[src/rtl/pcache_flush_ctrl.sv]
// Pixel cache flush controller: one cached 8-pixel row, read-modify-write of every plane on flush.
// Optional macro PCACHE_RMW_SKIP_EN: a flush of a full row (bpr==8'hFF) writes each plane without reading it.
module pcache_flush_ctrl (
   input  logic        clk,
   input  logic        reset,
   input  logic        plot_req,
   input  logic [2:0]  plot_x,
   input  logic [15:0] plot_tile,
   input  logic        flush_req,
   input  logic [1:0]  mode,
   input  logic        ram_ack,
   output logic        plot_ack,
   output logic        ldpix,
   output logic [2:0]  pixel_sel,
   output logic [7:0]  bpr,
   output logic [2:0]  plane_sel,
   output logic        ramdone,
   output logic        ram_rd_req,
   output logic        ram_wr_req,
   output logic [2:0]  ram_plane,
   output logic [15:0] ram_tile,
   output logic        busy,
   output logic        flush_done
);

   // state | meaning
   // IDLE  | wait for plot, flush request or full row
   // PLOT  | accept plot, mark column pending
   // READ  | read plane p from RAM, merge under bpr
   // WRITE | write plane p back to RAM
   // DONE  | clear bpr, pulse flush_done
   typedef enum logic [2:0] {
      S_IDLE,
      S_PLOT,
      S_READ,
      S_WRITE,
      S_DONE
   } state_t;

   state_t      state_q, state_d;
   logic [7:0]  bpr_q, bpr_d;
   logic [15:0] ram_tile_q, ram_tile_d;
   logic [2:0]  p_q, p_d;
   logic [2:0]  last_q, last_d;
   logic        skip_q, skip_d;
   logic        start_flush;
   logic        skip_start;
   logic        plot_hit;
   logic [2:0]  last_mode;

`ifdef PCACHE_RMW_SKIP_EN
   assign skip_start = (bpr_q == 8'hFF);
`else
   assign skip_start = 1'b0;
`endif

   assign plot_hit = (bpr_q == 8'h00) || (plot_tile == ram_tile_q);

   always_comb begin
      last_mode = 3'd3;
      case (mode)
         2'b00:   last_mode = 3'd1;
         2'b01:   last_mode = 3'd3;
         2'b10:   last_mode = 3'd3;
         2'b11:   last_mode = 3'd7;
         default: last_mode = 3'd3;
      endcase
   end

   always_ff @(posedge clk or posedge reset) begin
      if (reset) begin
         state_q    <= S_IDLE;
         bpr_q      <= 8'h00;
         ram_tile_q <= 16'h0000;
         p_q        <= 3'd0;
         last_q     <= 3'd0;
         skip_q     <= 1'b0;
      end else begin
         state_q    <= state_d;
         bpr_q      <= bpr_d;
         ram_tile_q <= ram_tile_d;
         p_q        <= p_d;
         last_q     <= last_d;
         skip_q     <= skip_d;
      end
   end

   always_comb begin
      state_d     = state_q;
      bpr_d       = bpr_q;
      ram_tile_d  = ram_tile_q;
      p_d         = p_q;
      last_d      = last_q;
      skip_d      = skip_q;
      start_flush = 1'b0;
      plot_ack    = 1'b0;
      ldpix       = 1'b0;
      pixel_sel   = 3'd0;
      plane_sel   = 3'd0;
      ramdone     = 1'b0;
      ram_rd_req  = 1'b0;
      ram_wr_req  = 1'b0;
      flush_done  = 1'b0;

      case (state_q)
         S_IDLE: begin
            // flush_req outranks plot_req; an empty row flushes with no RAM traffic
            if (flush_req) begin
               if (bpr_q != 8'h00) start_flush = 1'b1;
               else                state_d     = S_DONE;
            end else if (bpr_q == 8'hFF) begin
               start_flush = 1'b1;
            end else if (plot_req) begin
               if (plot_hit) state_d     = S_PLOT;
               else          start_flush = 1'b1;
            end
            if (start_flush) begin
               p_d     = 3'd0;
               last_d  = last_mode;
               skip_d  = skip_start;
               state_d = skip_start ? S_WRITE : S_READ;
            end
         end
         S_PLOT: begin
            plot_ack   = 1'b1;
            ldpix      = 1'b1;
            pixel_sel  = plot_x;
            bpr_d      = bpr_q | (8'h01 << plot_x);
            ram_tile_d = plot_tile;
            state_d    = S_IDLE;
         end
         S_READ: begin
            ram_rd_req = 1'b1;
            plane_sel  = p_q;
            if (ram_ack) begin
               ramdone = 1'b1;
               state_d = S_WRITE;
            end
         end
         S_WRITE: begin
            ram_wr_req = 1'b1;
            plane_sel  = p_q;
            if (ram_ack) begin
               if (p_q == last_q) begin
                  state_d = S_DONE;
               end else begin
                  p_d     = p_q + 3'd1;
                  state_d = skip_q ? S_WRITE : S_READ;
               end
            end
         end
         S_DONE: begin
            flush_done = 1'b1;
            bpr_d      = 8'h00;
            state_d    = S_IDLE;
         end
         default: state_d = S_IDLE;
      endcase
   end

   assign bpr       = bpr_q;
   assign ram_tile  = ram_tile_q;
   assign ram_plane = plane_sel;
   assign busy      = (state_q != S_IDLE);

endmodule

[config.mk]
export PLATFORM = sky130hd
export DESIGN_NAME = pcache_flush_ctrl
export DESIGN_NICKNAME = d
export VERILOG_FILES = /design/src/rtl/pcache_flush_ctrl.sv
export SDC_FILE = /design/constraint.sdc
export NUM_CORES = 1
export LEC_CHECK = 0
export CORE_ASPECT_RATIO = 1.25
export CORE_MARGIN = 8
export CORE_UTILIZATION = 40
export DETAILED_ROUTE_END_ITERATION = 10
export GPL_TIMING_DRIVEN = 0
export PLACE_DENSITY = 0.76
export SKIP_CTS_REPAIR_TIMING = 1
export SYNTH_ARGS = -nofsm -noshare
export SYNTH_HDL_FRONTEND = slang
export SYNTH_SLANG_ARGS = --single-unit
export TNS_END_PERCENT = 5
[constraint.sdc]
create_clock -name clk -period 2.19 [get_ports clk]
set_clock_uncertainty 0.15 [all_clocks]
set_input_delay 0.5475 -clock clk [delete_from_list [all_inputs] [get_ports clk]]
set_output_delay 0.5475 -clock clk [all_outputs]
set_load 0.02 [all_outputs]
==> out/summary.txt <==
Outcome: finished, violations left
Failing checks: setup timing
Row Count: 26
Layout cells sized above 1: 21.8%
Final worst slack: -0.148 ns
I/O pins: 66
Die W: 74.6 um
CP Capture Point: busy
Slew Viols, Final: 0
Unique masters post-synth: 37
CTS root buf: clkbuf_8
Final min period: 2.34 ns
Critical Path Sink Type: output pin
Final Wtd Congestion: 0.776
Vias in the first global route: 1529
Final Util: 62.6%
Layout area overhead: 49.6%
Max Cap Viol: 0
Die H: 89.2 um
Iteration count of the initial detailed-routing pass: 4
Crit Path Class: flip-flop to output pin
DPL Wire Length: 3190 um
Initial antenna violation count: 0
Worst R2R Path Depth: 4
Initial DRC Count: 45
Post-route cell area: 2570 um^2
Antenna Cells: 0
Routed length per instance: 14.9 um
Critical R2R Capture: last_q[1]
CP arrival: 1.64 ns
H-tree depth: 2
Final Hold Fails: 0
Final setup viols: 1
Overall Power: 3.66 mW
CTS max path bufs: 2
Worst-Margin Slew: 0.681 ns
CTS Buf Count: 5
Clk_lat worst skew: 0.28 ns
Slowest cell delay on critical path: 0.54 ns
Unrepaired setup endpoints after global routing: yes
Max FO, Critical Path: 5
Clk sink count: 33
Cells on Worst Hold Path: 1
Syn Std Cell Area: 1720 um^2
Fmax: 428 MHz
Detail Route Antenna Nets: 0
CP startpoint: state_q[2]
Synth Instances: 152
Drc violations: 0
Yosys reg bits: 33
Mean Syn Cell Area: 11.3 um^2
Gr usage total: 13.5%
Clk slew on worst S/H paths: 0.06 ns
Largest net degree at the start of global routing: 34
Global route overflow: 0
Period utilization: 107%
Core area: 4100 um^2
Worst-path cell with the longest stage delay: clkdlybuf4s50_1
Starting Density: 41.9%
Yosys Warn Count: 0
Worst reg2reg path startpoint: state_q[2]
Routed WL: 4170 um
DR vias/cell: 4.84
Slew HR: 54.5%
Pwr/cell area: 1430 nW/um^2
CTS tree: yes
Sequential share of the synthesized area: 48.1%
Post-placement cell area: 2440 um^2
Vias: 1360
Peak supply drop: 697 uV
Port bufs: 65
First-pass GRT wire length: 6890 um
Worst R2R Setup Slack: 0.39 ns
Crit start category: flip-flop
Fin nets: 251
Leak pwr: 1.16 nW
Worst-path cell chain: nor3_2 > inv_1 > clkdlybuf4s50_1
Hold WC Path Type: flip-flop to flip-flop
# fillers: 357
Required @ worst endpoint: 1.49 ns
Syn Nets: 179
Die ar.: 6660 um^2
[placed cells by master, fill, tap and decap left out, types with 2 or more instances in the layout]
cell,instances
a31oi_1,2
or2_1,3
clkbuf_2,2
nand4_1,6
inv_1,5
clkdlybuf4s50_1,49
xor2_1,4
nor2b_1,2
mux2_2,16
nor4_1,2
mux2i_1,2
nor2_1,10
nand3_1,2
buf_4,12
xnor2_1,16
and2b_1,2
and2_1,8
a22o_1,3
dfrtp_1,32
a21oi_1,4
nand2_1,6
clkbuf_8,7
dlymetal6s2s_1,7
buf_6,2
[worst min path at each step]
| stage | startpoint | to | slack, ns |
|---|---|---|---|
| detailed placement | last_q[0] | last_q[0] | 0.32 |
| global route | last_q[0] | last_q[0] | 0.40 |
| CTS | last_q[0] | last_q[0] | 0.37 |
| finish | last_q[0] | last_q[0] | 0.36 |
| floorplan | last_q[0] | last_q[0] | 0.30 |
| global placement | last_q[0] | last_q[0] | 0.32 |
[metrics by stage]
step | TNS [ns] | setup slack, ns | cells | hold WS (ns)
floorplan | 0 | 0.304 | 152 | 0.304
global placement | -4.10 | -0.491 | 273 | 0.320
detailed placement | -4.58 | -0.510 | 273 | 0.324
CTS | -6.10 | -0.619 | 281 | 0.370
global route | -0.325 | -0.259 | 281 | 0.402
finish | -0.148 | -0.148 | 281 | 0.359
[where the power goes]
part           internal, mW  total, mW  switching (mW)  leakage (nW)
clock                 0.284      0.493           0.209        0.0542
sequential            0.902       1.20           0.297         0.398
combinational          1.04       1.97           0.927         0.708
[per-layer routing]
| metal | track usage, % | up-vias | part of all wire, % |
|---|---|---|---|
| li1 | - | 669 | - |
| met1 | 14.2 | 643 | 39 |
| met2 | 23.1 | 44 | 51 |
| met3 | 6.17 | 4 | 8.9 |
| met4 | 4.46 | 0 | 1.1 |
| met5 | 0 | - | 0 |
[kinds of logic (layout without fill, tap and decap cells)]
kind of cell / Yosys count / count (layout) / share of synthesized area [%]
AND/OR/NAND/NOR: 49 / 49 / 17.1
buffers and inverters: 13 / 86 / 4.01
multiplexers: 18 / 18 / 11.7
flip-flops: 33 / 33 / 48.1
AO/OA/AOI/OAI: 17 / 17 / 7.65
XOR/XNOR: 21 / 21 / 10.7
adder cells (fa/ha/maj): 1 / 1 / 0.729
[synthesized netlist by cell type (all sizes together)]
library cell | instances | area [um^2]
nor3 | 2 | 15.0
o31ai | 1 | 21.3
nand3b | 1 | 7.51
and2 | 9 | 56.3
nand2b | 1 | 6.26
buf | 6 | 42.5
and2b | 2 | 15.0
nand2 | 6 | 22.5
o21bai | 1 | 7.51
xnor2 | 17 | 149
ha | 1 | 12.5
nor4 | 3 | 33.8
inv | 6 | 22.5
a32oi | 1 | 8.76
xor2 | 4 | 35.0
nand4b | 1 | 8.76
dfrtp | 33 | 826
nand4 | 6 | 37.5
o21ai | 2 | 10.0
a22o | 3 | 26.3
mux2 | 16 | 180
a31oi | 2 | 12.5
o32ai | 1 | 8.76
nor3b | 1 | 12.5
mux2i | 2 | 20.0
clkbuf | 1 | 3.75
nand3 | 2 | 10.0
o22ai | 1 | 6.26
nor2 | 10 | 37.5
or2 | 3 | 18.8
nor2b | 2 | 12.5
a21oi | 4 | 20.0
a32o | 1 | 10.0
[final cells by class]
| class | count | area, um^2 | area share [%] |
|---|---|---|---|
| well taps | 56 | 70.1 | 2.73 |
| multi-input cells | 106 | 846 | 32.9 |
| clock buffers | 7 | 96.3 | 3.75 |
| repair buffers | 65 | 644 | 25.1 |
| inverters | 6 | 22.5 | 0.877 |
| clock inverters | 1 | 5.00 | 0.195 |
| plain buffers | 7 | 56.3 | 2.19 |
| flip-flops and latches | 33 | 827 | 32.2 |
[worst max-delay path: cells and delay by family (launching register included)]
family | cells | cell delay, ns
buffers and inverters | 2 | 0.61
and+or+nand+nor | 1 | 0.32
DFF | 1 | 0.44
[registers in the layout (all words and copies together), names as in the netlist]
signal and cells:
ram_tile 16, bpr 8, last_q 3, p_q 3, state_q 3
Power figures use the tool's default switching activity.
==> RTL change 1, RTL diff (same settings) <==
The option `PCACHE_RMW_SKIP_EN` is turned on by a define.
--- a/src/rtl/pcache_flush_ctrl.sv
+++ b/src/rtl/pcache_flush_ctrl.sv
@@ -2,2 +2,4 @@
 // Optional macro PCACHE_RMW_SKIP_EN: a flush of a full row (bpr==8'hFF) writes each plane without reading it.
+`define PCACHE_RMW_SKIP_EN
+
 module pcache_flush_ctrl (
Function: no difference found for any inputs over 10 cycles, from zero or initial values and one cycle with reset high; that may be too few to reach the edited logic, so the function may still have changed.
==> RTL change 1 against the original RTL <==
The run still ends with negative setup slack left; area after synthesis increased by 3.6%; routed wire length up 11%; power shrank 1.3%; worst setup slack improved by 0.12 ns; sequential cell count increased by 1; hold slack got worse by 0.012 ns; design area increased by 3.9%; critical path type is now in2reg; critical endpoint is now skip_q$_DFFE_PP0P_; highest routed layer unchanged.
==> RTL change 1: results <==
export IMPL_outcome="finished with violations"
export IMPL_violations="negative setup slack"
export IMPL_worst_slack_ns=-0.0321
export IMPL_grt_util_met2_pct=22.6
export IMPL_grtUsageMet3_pct=6.67
export IMPL_post_place_ws_ns=-0.516
export IMPL_grtUsageMet1_pct=14.5
export IMPL_drive_above_1_share_pct=24.2
export IMPL_synthXorXnorAreaFrac_pct=9.36
export IMPL_cp_slowest_stage_delay_ns=0.48
export IMPL_dr_max_layer_used="met4"
export IMPL_r2r_slack_ns=0.27
export IMPL_grt_total_usage_pct=13.8
export IMPL_synth_distinct_cells=35
export IMPL_cp_top_family="simple AND/OR/NAND/NOR gates"
export IMPL_clk_pin_slew_ns=0.08
export IMPL_wl_mm=4.62
export IMPL_synth_common_cells="dfrtp_1 (34), mux2_2 (16), xnor2_1 (16), nor2_1 (13), nand2_1 (11)"
export IMPL_seq_area_frac_synth_pct=47.9
export IMPL_ir_worst_vdd_uv=711
export IMPL_synth_area_leaders="dfrtp_1 (48%), mux2_2 (10%), xnor2_1 (7.9%)"
export IMPL_p_int_mw=2.18
export IMPL_setup_viol_count_final=3
export IMPL_worstReg2RegStart="ram_tile[2]$_DFFE_PP0P_"
export IMPL_synth_compound_area_share_pct=9.15
export IMPL_grt_pass1_vias=1586
export IMPL_wl_met3_um=441
export IMPL_leakage_nw=1.21
export IMPL_avgViaCountPerCell=5.04
export IMPL_syn_nets=195
export IMPL_dr_first_iter_drc_count=73
export IMPL_crit_end="skip_q$_DFFE_PP0P_"
export IMPL_synth_fa_ha_area_share_pct=0.704
export IMPL_gp_congestion=0.879
export IMPL_setup_tns_ns=-0.0591
export IMPL_wl_met2_mm=2.39
export IMPL_whs_ns=0.347
export IMPL_fillers=376
export IMPL_dpl_cell_area_um2=2500
export IMPL_wl_per_cell_um=15.5
export IMPL_avgSynthCellArea_um2=10.6
export IMPL_place_inst=291
export IMPL_worst_pin_slew_ns=0.724
export IMPL_crit_fanout=8
export IMPL_fin_nets=266
export IMPL_r2r_cells=5
export IMPL_synth_mux_area_share_pct=12.1
export IMPL_startpoint="plot_tile[2]"
export IMPL_m1WireLength_mm=1.71
export IMPL_dp_hpwl_mm=3.41
export IMPL_holdCritPathClass="reg2reg"
export IMPL_grt_max_degree=35
==> RTL change 1: cell types whose count changed in the layout (fill, tap and decap cells not counted), moves of 4 or more <==
cell / delta
and2_1: -7
buf_4: -6
buf_6: +4
nand2_1: +5
o21ai_0: +5
==> RTL change 1: area by class of cell <==
class	instances	area [um^2]	area share (%)
multi-input cells	118	901	33.8
flip-flops and latches	34	853	32.0
inverters	7	26.3	0.985
well taps	58	72.6	2.72
clock buffers	6	82.6	3.09
clock inverters	2	12.5	0.469
plain buffers	8	68.8	2.58
repair buffers	65	652	24.4
==> RTL change 1: worst reg2reg max path, delay by kind of cell, from the launching register on <==
family | cells | cell delay, ns
xor gates and xnor gates | 1 | 0.16
AOI/OAI and AO/OA | 1 | 0.18
and+or+nand+nor | 2 | 0.58
DFF | 1 | 0.41
muxes | 1 | 0.33
==> RTL change 2, RTL diff (same settings) <==
Made on the original files. Make the reset (`reset`) synchronous in one clocked block.
--- a/src/rtl/pcache_flush_ctrl.sv
+++ b/src/rtl/pcache_flush_ctrl.sv
@@ -69,3 +69,3 @@
 
-   always_ff @(posedge clk or posedge reset) begin
+   always_ff @(posedge clk) begin
       if (reset) begin
Function: differs if reset is asserted again (counterexample within 4 cycles, from zero or initial values and one cycle with reset high); with reset held inactive, the same outputs for 10 cycles.
==> RTL change 2 against the original RTL <==
The flow still finishes with violations (negative setup slack); global-route usage up 1.2 points; worst setup slack got worse by 0.020 ns; utilization up 0.89 points; sequential cell count unchanged; design area shrank 1.8%; area after synthesis down 6.0%; routed wire length is 9.6% higher; critical endpoint is now p_q[0]$_SDFFE_PP0P_; largest cell class unchanged.
Power is not compared: it rests on default switching activity, and its combinational part moved more than twofold at a synthesized area within 25%.
==> RTL change 2: results <==
export IMPL_seq_area_frac_synth_pct=41.0
export IMPL_syn_nets=234
export IMPL_violations="negative setup slack"
export IMPL_crit_end="p_q[0]$_SDFFE_PP0P_"
export IMPL_grt_total_usage_pct=14.6
export IMPL_comb_multi_input_count=157
export IMPL_setup_tns_ns=-0.448
export IMPL_worstReg2RegStart="ram_tile[6]$_SDFFE_PP0P_"
export IMPL_synth_distinct_cells=35
export IMPL_signal_buffers=78
export IMPL_wl_per_cell_um=13.5
export IMPL_avgViaCountPerCell=4.80
export IMPL_largest_reg_flops=16
export IMPL_multi_input_area_um2=935
export IMPL_signal_buffer_area_fraction_pct=29.1
export IMPL_grt_pass1_wl_mm=7.49
export IMPL_grt_max_degree=12
export IMPL_fin_nets=308
export IMPL_power_frac_seq_pct=44.7
export IMPL_area_growth_pct=56.3
export IMPL_r2r_slack_ns=0.20
export IMPL_grtUsageMet3_pct=7.49
export IMPL_synth_mux_area_share_pct=0
export IMPL_drive_above_1_share_pct=14.2
export IMPL_final_cells=338
export IMPL_dp_hpwl_mm=3.57
export IMPL_seq_cells=33
export IMPL_whs_ns=0.334
export IMPL_startpoint="plot_tile[0]"
export IMPL_clkbuf_count=5
export IMPL_synth_area_leaders="dfxtp_1 (41%), xor2_1 (9.2%), nand2_1 (9.1%)"
export IMPL_outcome="finished with violations"
export IMPL_worst_slack_ns=-0.168
export IMPL_clkCellAreaFrac_pct=3.42
export IMPL_gp_congestion=0.756
export IMPL_synthXorXnorAreaFrac_pct=10.9
export IMPL_dpl_cell_area_um2=2330
export IMPL_seq_share_pct=26.6
export IMPL_fillers=376
export IMPL_post_place_ws_ns=-0.621
export IMPL_hold_path_startpoint="ram_tile[6]$_SDFFE_PP0P_"
export IMPL_synth_flop_cell="dfxtp_1"
export IMPL_min_to="ram_tile[6]$_SDFFE_PP0P_"
export IMPL_crit_arrival_ns=2.44
export IMPL_cp_slowest_stage_delay_ns=0.50
export IMPL_dr_first_iter_drc_count=94
export IMPL_grt_pass1_vias=1679
export IMPL_place_inst=328
export IMPL_setup_viol_count_final=4
export IMPL_synthesis_area_um2=1610
export IMPL_async_flop_share_pct=0
export IMPL_r2r_cells=6
## RTL change 2: cell count changes after synthesis, sizes merged, moves of 3 or more
cell    change
dfrtp      -33
dfxtp      +33
nor2       +11
nand2      +33
xor2       +13
nor3        +5
a21oi      +20
and2        -6
xnor2      -14
nand4       -3
mux2       -16
and3        +5
nor4        +3
clkbuf      +4
## RTL change 2: routing by layer
layer | vias to the layer above | share of wire [%]
li1 | 846 | -
met1 | 722 | 40
met2 | 49 | 49
met3 | 6 | 10
met4 | 0 | 1.1
met5 | - | 0
## RTL change 2: critical path, delay by kind of cell
family | cells | cell delay [ns]
compound gates | 1 | 0.19
xor+xnor | 1 | 0.18
buf+inv | 1 | 0.45
simple gates | 4 | 1.07
## RTL change 2: cells by family (layout without fill, tap and decap cells)
logic type | Yosys count | after routing
flip-flops | 33 | 33
buffers and inverters | 17 | 92
adder cells (fa/ha/maj) | 1 | 1
XOR/XNOR | 20 | 20
AO/OA/AOI/OAI | 39 | 39
AND/OR/NAND/NOR | 97 | 97
